[config.mk]
export PLATFORM = sky130hd
export DESIGN_NAME = fetch_stage
export DESIGN_NICKNAME = d
export VERILOG_FILES = /design/src/rtl/fetch_stage.sv
export SDC_FILE = /design/constraint.sdc
export NUM_CORES = 1
export LEC_CHECK = 0
export CAP_MARGIN = 20
export CORE_MARGIN = 3
export CORE_UTILIZATION = 52
export DETAILED_ROUTE_END_ITERATION = 8
export PLACE_DENSITY = 0.79
export SLEW_MARGIN = 20
export SYNTH_ARGS = -nofsm -noshare
export SYNTH_HDL_FRONTEND = slang
export SYNTH_SLANG_ARGS = --single-unit
[constraint.sdc]
create_clock -name clock -period 2.95 [get_ports clock]
set_clock_uncertainty 0.05 [all_clocks]
set_input_delay 0.59 -clock clock [delete_from_list [all_inputs] [get_ports clock]]
set_output_delay 0.59 -clock clock [all_outputs]
set_load 0.01 [all_outputs]
[src/rtl/fetch_stage.sv]
// fetch_stage: instruction-fetch stage of the 16-bit pipelined CPU.
// Owns the PC, issues single-outstanding reads to instruction memory and
// drives the IF/ID pipeline register. It honours a decode-side stall and a
// later-stage redirect, which flushes the stage and has priority over stall.
// Optional build macro FETCH_PERF_CNT_EN adds the perf_fetched/perf_stall
// counters and their output ports.
module fetch_stage #(
    parameter logic [15:0] RESET_PC = 16'h0000,
    parameter logic [15:0] NOP_INST = 16'h0000
) (
    input  logic        clock,
    input  logic        reset,
    output logic        imem_req,
    output logic [15:0] imem_addr,
    input  logic        imem_valid,
    input  logic [15:0] imem_rdata,
    input  logic        stall,
    input  logic        redirect,
    input  logic [15:0] redirect_pc,
    output logic [15:0] IF_ID_Inst,
    output logic [15:0] IF_ID_PC,
    output logic        IF_ID_valid,
    output logic [15:0] pc_out
`ifdef FETCH_PERF_CNT_EN
    ,
    output logic [15:0] perf_fetched,
    output logic [15:0] perf_stall
`endif
);

    localparam int unsigned XLEN = 16;

    typedef enum logic [1:0] {
        IDLE  = 2'd0,
        REQ   = 2'd1,
        BUF   = 2'd2,
        DRAIN = 2'd3
    } state_t;

    state_t            r_state;
    state_t            w_state_nxt;

    logic [XLEN-1:0]   r_fetch_pc;
    logic [XLEN-1:0]   r_redir_pc;
    logic [XLEN-1:0]   r_buf_inst;
    logic [XLEN-1:0]   r_buf_pc;
    logic [XLEN-1:0]   r_inst;
    logic [XLEN-1:0]   r_pc;
    logic              r_valid;

    logic [XLEN-1:0]   w_fetch_pc_nxt;
    logic [XLEN-1:0]   w_redir_pc_nxt;
    logic [XLEN-1:0]   w_buf_inst_nxt;
    logic [XLEN-1:0]   w_buf_pc_nxt;
    logic [XLEN-1:0]   w_inst_nxt;
    logic [XLEN-1:0]   w_pc_nxt;
    logic              w_valid_nxt;
    logic              w_load;
    logic              w_accept;
    logic [XLEN-1:0]   w_pc_inc;

    // IF/ID can take a new instruction when decode is not stalled or it is empty
    assign w_accept = ~stall | ~r_valid;
    assign w_pc_inc = r_fetch_pc + XLEN'(1);

    // State register
    always_ff @(posedge clock or negedge reset) begin
        if (!reset) begin
            r_state <= IDLE;
        end else begin
            r_state <= w_state_nxt;
        end
    end

    // Next-state and next-value logic for the whole stage
    always_comb begin
        w_state_nxt    = r_state;
        w_fetch_pc_nxt = r_fetch_pc;
        w_redir_pc_nxt = r_redir_pc;
        w_buf_inst_nxt = r_buf_inst;
        w_buf_pc_nxt   = r_buf_pc;
        w_inst_nxt     = r_inst;
        w_pc_nxt       = r_pc;
        w_valid_nxt    = r_valid;
        w_load         = 1'b0;

        // A consumed slot with nothing new behind it becomes a bubble
        if (w_accept) begin
            w_valid_nxt = 1'b0;
        end

        case (r_state)
            IDLE: begin
                w_state_nxt = REQ;
                if (redirect) begin
                    w_fetch_pc_nxt = redirect_pc;
                end
            end

            REQ: begin
                if (redirect) begin
                    if (imem_valid) begin
                        w_fetch_pc_nxt = redirect_pc;
                    end else begin
                        // Request in flight: keep its address, retarget after it returns
                        w_redir_pc_nxt = redirect_pc;
                        w_state_nxt    = DRAIN;
                    end
                end else if (imem_valid) begin
                    w_fetch_pc_nxt = w_pc_inc;
                    if (w_accept) begin
                        w_inst_nxt  = imem_rdata;
                        w_pc_nxt    = r_fetch_pc;
                        w_valid_nxt = 1'b1;
                        w_load      = 1'b1;
                    end else begin
                        w_buf_inst_nxt = imem_rdata;
                        w_buf_pc_nxt   = r_fetch_pc;
                        w_state_nxt    = BUF;
                    end
                end
            end

            BUF: begin
                if (redirect) begin
                    w_fetch_pc_nxt = redirect_pc;
                    w_state_nxt    = REQ;
                end else if (!stall) begin
                    w_inst_nxt  = r_buf_inst;
                    w_pc_nxt    = r_buf_pc;
                    w_valid_nxt = 1'b1;
                    w_load      = 1'b1;
                    w_state_nxt = REQ;
                end
            end

            DRAIN: begin
                if (redirect) begin
                    if (imem_valid) begin
                        w_fetch_pc_nxt = redirect_pc;
                        w_state_nxt    = REQ;
                    end else begin
                        w_redir_pc_nxt = redirect_pc;
                    end
                end else if (imem_valid) begin
                    w_fetch_pc_nxt = r_redir_pc;
                    w_state_nxt    = REQ;
                end
            end

            default: begin
                w_state_nxt = IDLE;
            end
        endcase

        // Flush wins over everything, including stall
        if (redirect) begin
            w_valid_nxt = 1'b0;
            w_inst_nxt  = NOP_INST;
            w_load      = 1'b0;
        end
    end

    // Datapath registers: PC, pending redirect target, skid buffer, IF/ID
    always_ff @(posedge clock or negedge reset) begin
        if (!reset) begin
            r_fetch_pc <= RESET_PC;
            r_redir_pc <= '0;
            r_buf_inst <= '0;
            r_buf_pc   <= '0;
            r_inst     <= NOP_INST;
            r_pc       <= '0;
            r_valid    <= 1'b0;
        end else begin
            r_fetch_pc <= w_fetch_pc_nxt;
            r_redir_pc <= w_redir_pc_nxt;
            r_buf_inst <= w_buf_inst_nxt;
            r_buf_pc   <= w_buf_pc_nxt;
            r_inst     <= w_inst_nxt;
            r_pc       <= w_pc_nxt;
            r_valid    <= w_valid_nxt;
        end
    end

    assign imem_req    = (r_state == REQ) || (r_state == DRAIN);
    assign imem_addr   = r_fetch_pc;
    assign pc_out      = r_fetch_pc;
    assign IF_ID_Inst  = r_inst;
    assign IF_ID_PC    = r_pc;
    assign IF_ID_valid = r_valid;

`ifdef FETCH_PERF_CNT_EN
    logic [XLEN-1:0] r_perf_fetched;
    logic [XLEN-1:0] r_perf_stall;

    // Count valid IF/ID loads and cycles a real instruction sits stalled
    always_ff @(posedge clock or negedge reset) begin
        if (!reset) begin
            r_perf_fetched <= '0;
            r_perf_stall   <= '0;
        end else begin
            if (w_load) begin
                r_perf_fetched <= r_perf_fetched + XLEN'(1);
            end
            if (stall && r_valid) begin
                r_perf_stall <= r_perf_stall + XLEN'(1);
            end
        end
    end

    assign perf_fetched = r_perf_fetched;
    assign perf_stall   = r_perf_stall;
`endif

endmodule

==> tab_implementation.tex <==
\begin{tabular}{lr}
\hline
Metric & Value \\
\hline
\multicolumn{2}{l}{\textbf{STA}} \\
Minimum period implied by the final worst setup slack & 2690 ps \\
Final Hold Violating Endpoints & 0 \\
Sum of negative setup slack & 0 ps \\
Worst Max-Slew Pin Slew & roughly 620 ps \\
Worst slew margin & 0.5898 \\
Highest clock frequency the design can meet & 0.3717 GHz \\
Number of pins with negative max-slew slack in the final report & 0 \\
Final period utilization & 0.9119 \\
Unrepaired setup endpoints after global routing & no \\
Final setup violation count & 0 \\
Worst Setup Slack, final & 259.8 ps \\
\multicolumn{2}{l}{\textbf{Yosys}} \\
Net count after synthesis & approximately 550 \\
Top\_reg\_cell synth & sky130\_fd\_sc\_hd\_\_dfrtp\_1 \\
Synthesis-stage register bit count & 99 \\
Average size of a mapped cell & about 10 µm² \\
Post-synth EDFFs & 0 \\
Post-synth cell types & between 50 and 60 \\
Cell count after synthesis & between 500 and 600 \\
Sequential-to-total area share from yosys stat & 0.4717 \\
Post-synthesis async set-or-reset flop share & 1.000 \\
Syn Std Cell Area & $\sim$5300 µm² \\
Warning count from the yosys run & 0 \\
\multicolumn{2}{l}{\textbf{Route}} \\
Routed via count & around 4200 \\
Routed via count divided by cell count & around 6 \\
Detail-routed net length per standard cell & roughly 18 µm \\
Total DRC errors in the routed layout & 0 \\
TritonRoute pass-1 iters & 5 \\
Final wirelength & $\sim$13000 µm \\
DRT antenna net count & 0 \\
Drt initial violations & 350 \\
\multicolumn{2}{l}{\textbf{Clock network}} \\
Clock-pin transition on the worst setup and hold timing paths & 100 ps \\
Resize count post-CTS & 0 \\
Quantity of hold-fixing buffers added after cts & 0 \\
Clock tree from TritonCTS & built \\
Number of H-tree branching levels & 3 \\
Buffer type at the clock tree root & sky130\_fd\_sc\_hd\_\_clkbuf\_8 \\
Clock buffers created by TritonCTS & 9 \\
Number of buffers between clock root and the deepest sink & 2 \\
Number of setup buffers added after CTS & 0 \\
Clock sink total & between 90 and 100 \\
Clock latency on the worst-skew pair & roughly 360 ps \\
\multicolumn{2}{l}{\textbf{Placed design}} \\
HPWL after detailed placement & a little over 9000 µm \\
Post-Place Setup Slack & approximately 560 ps \\
Post-Place Cell Area & roughly 6300 µm² \\
Placer congestion estimate & between 0.9 and 1 \\
Number of buffers inserted by port buffering & 102 \\
\multicolumn{2}{l}{\textbf{Floorplan}} \\
Die span in x & 106.5 µm \\
Y dimension of the die & around 110 µm \\
Std-Cell Core Area & 9819 µm² \\
Overall die area & between 10000 and 15000 µm² \\
Initial core utilization & 0.5349 \\
Number of standard-cell rows in the floorplan & 36 \\
I/O pins & about 100 \\
\multicolumn{2}{l}{\textbf{GRT}} \\
Vias in the first global route & approximately 4000 \\
Number of antenna violations at the first check in global routing & 0 \\
GRT Total Usage & 0.2270 \\
Total grt overflow & 0 \\
Maximum number of pins on one net before global-route repair & 48 \\
Global-route wire length before repair & $\sim$21000 µm \\
\multicolumn{2}{l}{\textbf{Layout}} \\
Post-layout instance area & 6467 µm² \\
Share of post-route cells with drive strength above 1 & 0.1587 \\
Layout overhead on the synthesized area & 23.13\% \\
Antenna Diode Count & 0 \\
Net count of the finished layout & 623 \\
\multicolumn{2}{l}{\textbf{Flow run}} \\
MaxCap Viol Count & 0 \\
\multicolumn{2}{l}{\textbf{Setup path}} \\
Startpoint class of the critical path & flip-flop \\
Kind of critical path & reg -> out \\
Required arrival time at the worst endpoint & approximately 2300 ps \\
Signal arrival time at the worst endpoint & $\sim$2000 ps \\
Max Fanout on Critical Path & 9 \\
Critical path endpoint category & output pin \\
\multicolumn{2}{l}{\textbf{Power}} \\
Leakage power summed over all cells & approximately 0.0027 µW \\
PwrDens & approximately 1000 nW/µm² \\
Worst ir drop on vdd & $\sim$0.00061 V \\
\multicolumn{2}{l}{\textbf{Run status}} \\
Outcome & finished clean \\
\multicolumn{2}{l}{\textbf{Worst hold path}} \\
Worst hold path type & in -> async \\
\hline
\end{tabular}
[path summary, 6_finish.rpt]
path	from	end	slack, ps	cells past startpoint
worst max-delay path	r_state[0]$_DFFE_PN0P_	imem_req	260	3
worst min-delay path	reset	r_buf_inst[12]$_DFFE_PN0P_	180	1
worst max register to register	r_state[0]$_DFFE_PN0P_	IF_ID_Inst[10]$_DFFE_PN0P_	510	7
worst min register to register	IF_ID_PC[12]$_DFFE_PN0P_	IF_ID_PC[12]$_DFFE_PN0P_	430	2
min in group clock	IF_ID_PC[12]$_DFFE_PN0P_	IF_ID_PC[12]$_DFFE_PN0P_	430	2
max in group asynchronous	reset	r_redir_pc[7]$_DFFE_PN0P_	1900	2
[cell families after synthesis]
family / synth area share
AO/OA/AOI/OAI: 0.1746
XOR/XNOR: 0.001668
adder cells (fa/ha/maj): 0.01191
buffers and inverters: 0.06312
flip-flops: 0.4717
multiplexers: 0.1810
AND/OR/NAND/NOR: 0.09600
[where the power goes]
group | internal [µW] | switching [µW] | total (µW)
clock | 417 | 465 | 882
combinational | 1620 | 1540 | 3160
sequential | 1920 | 580 | 2500
total | 3960 | 2590 | 6540
[cells in the final DEF (no fill, tap or decap), types with 15 or more instances in the layout]
cell type,n
sky130_fd_sc_hd__clkdlybuf4s50_1,100
sky130_fd_sc_hd__nand2_1,43
sky130_fd_sc_hd__a211oi_1,21
sky130_fd_sc_hd__o21ai_0,50
sky130_fd_sc_hd__nor2_1,28
sky130_fd_sc_hd__buf_4,16
sky130_fd_sc_hd__a21oi_1,15
sky130_fd_sc_hd__mux2i_1,41
sky130_fd_sc_hd__dfrtp_1,99
sky130_fd_sc_hd__mux2_2,47
[through the flow]
step                      utilization  hold WS, ps  instances  power, µW
after global routing           0.6586        209.7        719       6988
after detailed placement       0.6389        420.7        703       5673
after CTS                      0.6586        183.8        719       6548
after floorplan                     -        244.4        507       4409
after global placement         0.6389        412.4        703       5542
final                          0.6586        179.7        719       6541
[cell type report]
class	instances	area (µm²)
fill	809	3352
sequential	99	2477
multi-input combinational	343	2446
timing repair buffer	118	1146
tap	133	166.4
clock buffer	12	145.1
clock inverter	4	48.80
inverter	10	37.54
[worst max-delay path: stages, from the launching register on]
cell	delay, ps
sky130_fd_sc_hd__dfrtp_1	390
sky130_fd_sc_hd__ha_1	370
sky130_fd_sc_hd__or2_1	330
sky130_fd_sc_hd__clkdlybuf4s50_1	600
[flip-flops by register name (all words and copies together) (netlist names)]
register,cells
IF_ID_Inst,16
IF_ID_valid,1
r_buf_inst,16
r_state,2
imem_addr,16
IF_ID_PC,16
r_redir_pc,16
r_buf_pc,16
[per-layer routing]
| metal | routed length (µm) | share of wire | global-route usage | vias up |
|---|---|---|---|---|
| li1 | - | - | - | 1989 |
| met1 | 5529 | 0.44 | 0.3262 | 2061 |
| met2 | 6007 | 0.47 | 0.3498 | 182 |
| met3 | 995 | 0.078 | 0.04007 | 15 |
| met4 | 162 | 0.013 | 0.07580 | 0 |
| met5 | 0 | 0 | 0 | - |
[synthesized netlist by cell type, types with 4 or more instances]
cell type                  count  area, µm²
sky130_fd_sc_hd__mux2i_1      41      410.4
sky130_fd_sc_hd__o21ai_1       8      40.04
sky130_fd_sc_hd__nand4_1       6      37.54
sky130_fd_sc_hd__inv_1         8      30.03
sky130_fd_sc_hd__o21ai_0      50      250.2
sky130_fd_sc_hd__buf_4        17      127.6
sky130_fd_sc_hd__buf_2        18      90.09
sky130_fd_sc_hd__dfrtp_1      99       2477
sky130_fd_sc_hd__nand3_1       8      40.04
sky130_fd_sc_hd__nor2_1       28      105.1
sky130_fd_sc_hd__mux2_2       47      529.3
sky130_fd_sc_hd__a22oi_1       7      52.55
sky130_fd_sc_hd__ha_1          5      62.56
sky130_fd_sc_hd__a21oi_1      15      75.07
sky130_fd_sc_hd__o22ai_1       5      31.28
sky130_fd_sc_hd__a211oi_1     21      157.7
sky130_fd_sc_hd__buf_1         4      15.01
sky130_fd_sc_hd__nand2_1      43      161.4
sky130_fd_sc_hd__clkbuf_1     15      56.30
sky130_fd_sc_hd__a221oi_1      8      70.07
sky130_fd_sc_hd__nor3_1        4      20.02
(Power assumes the default switching activity.)
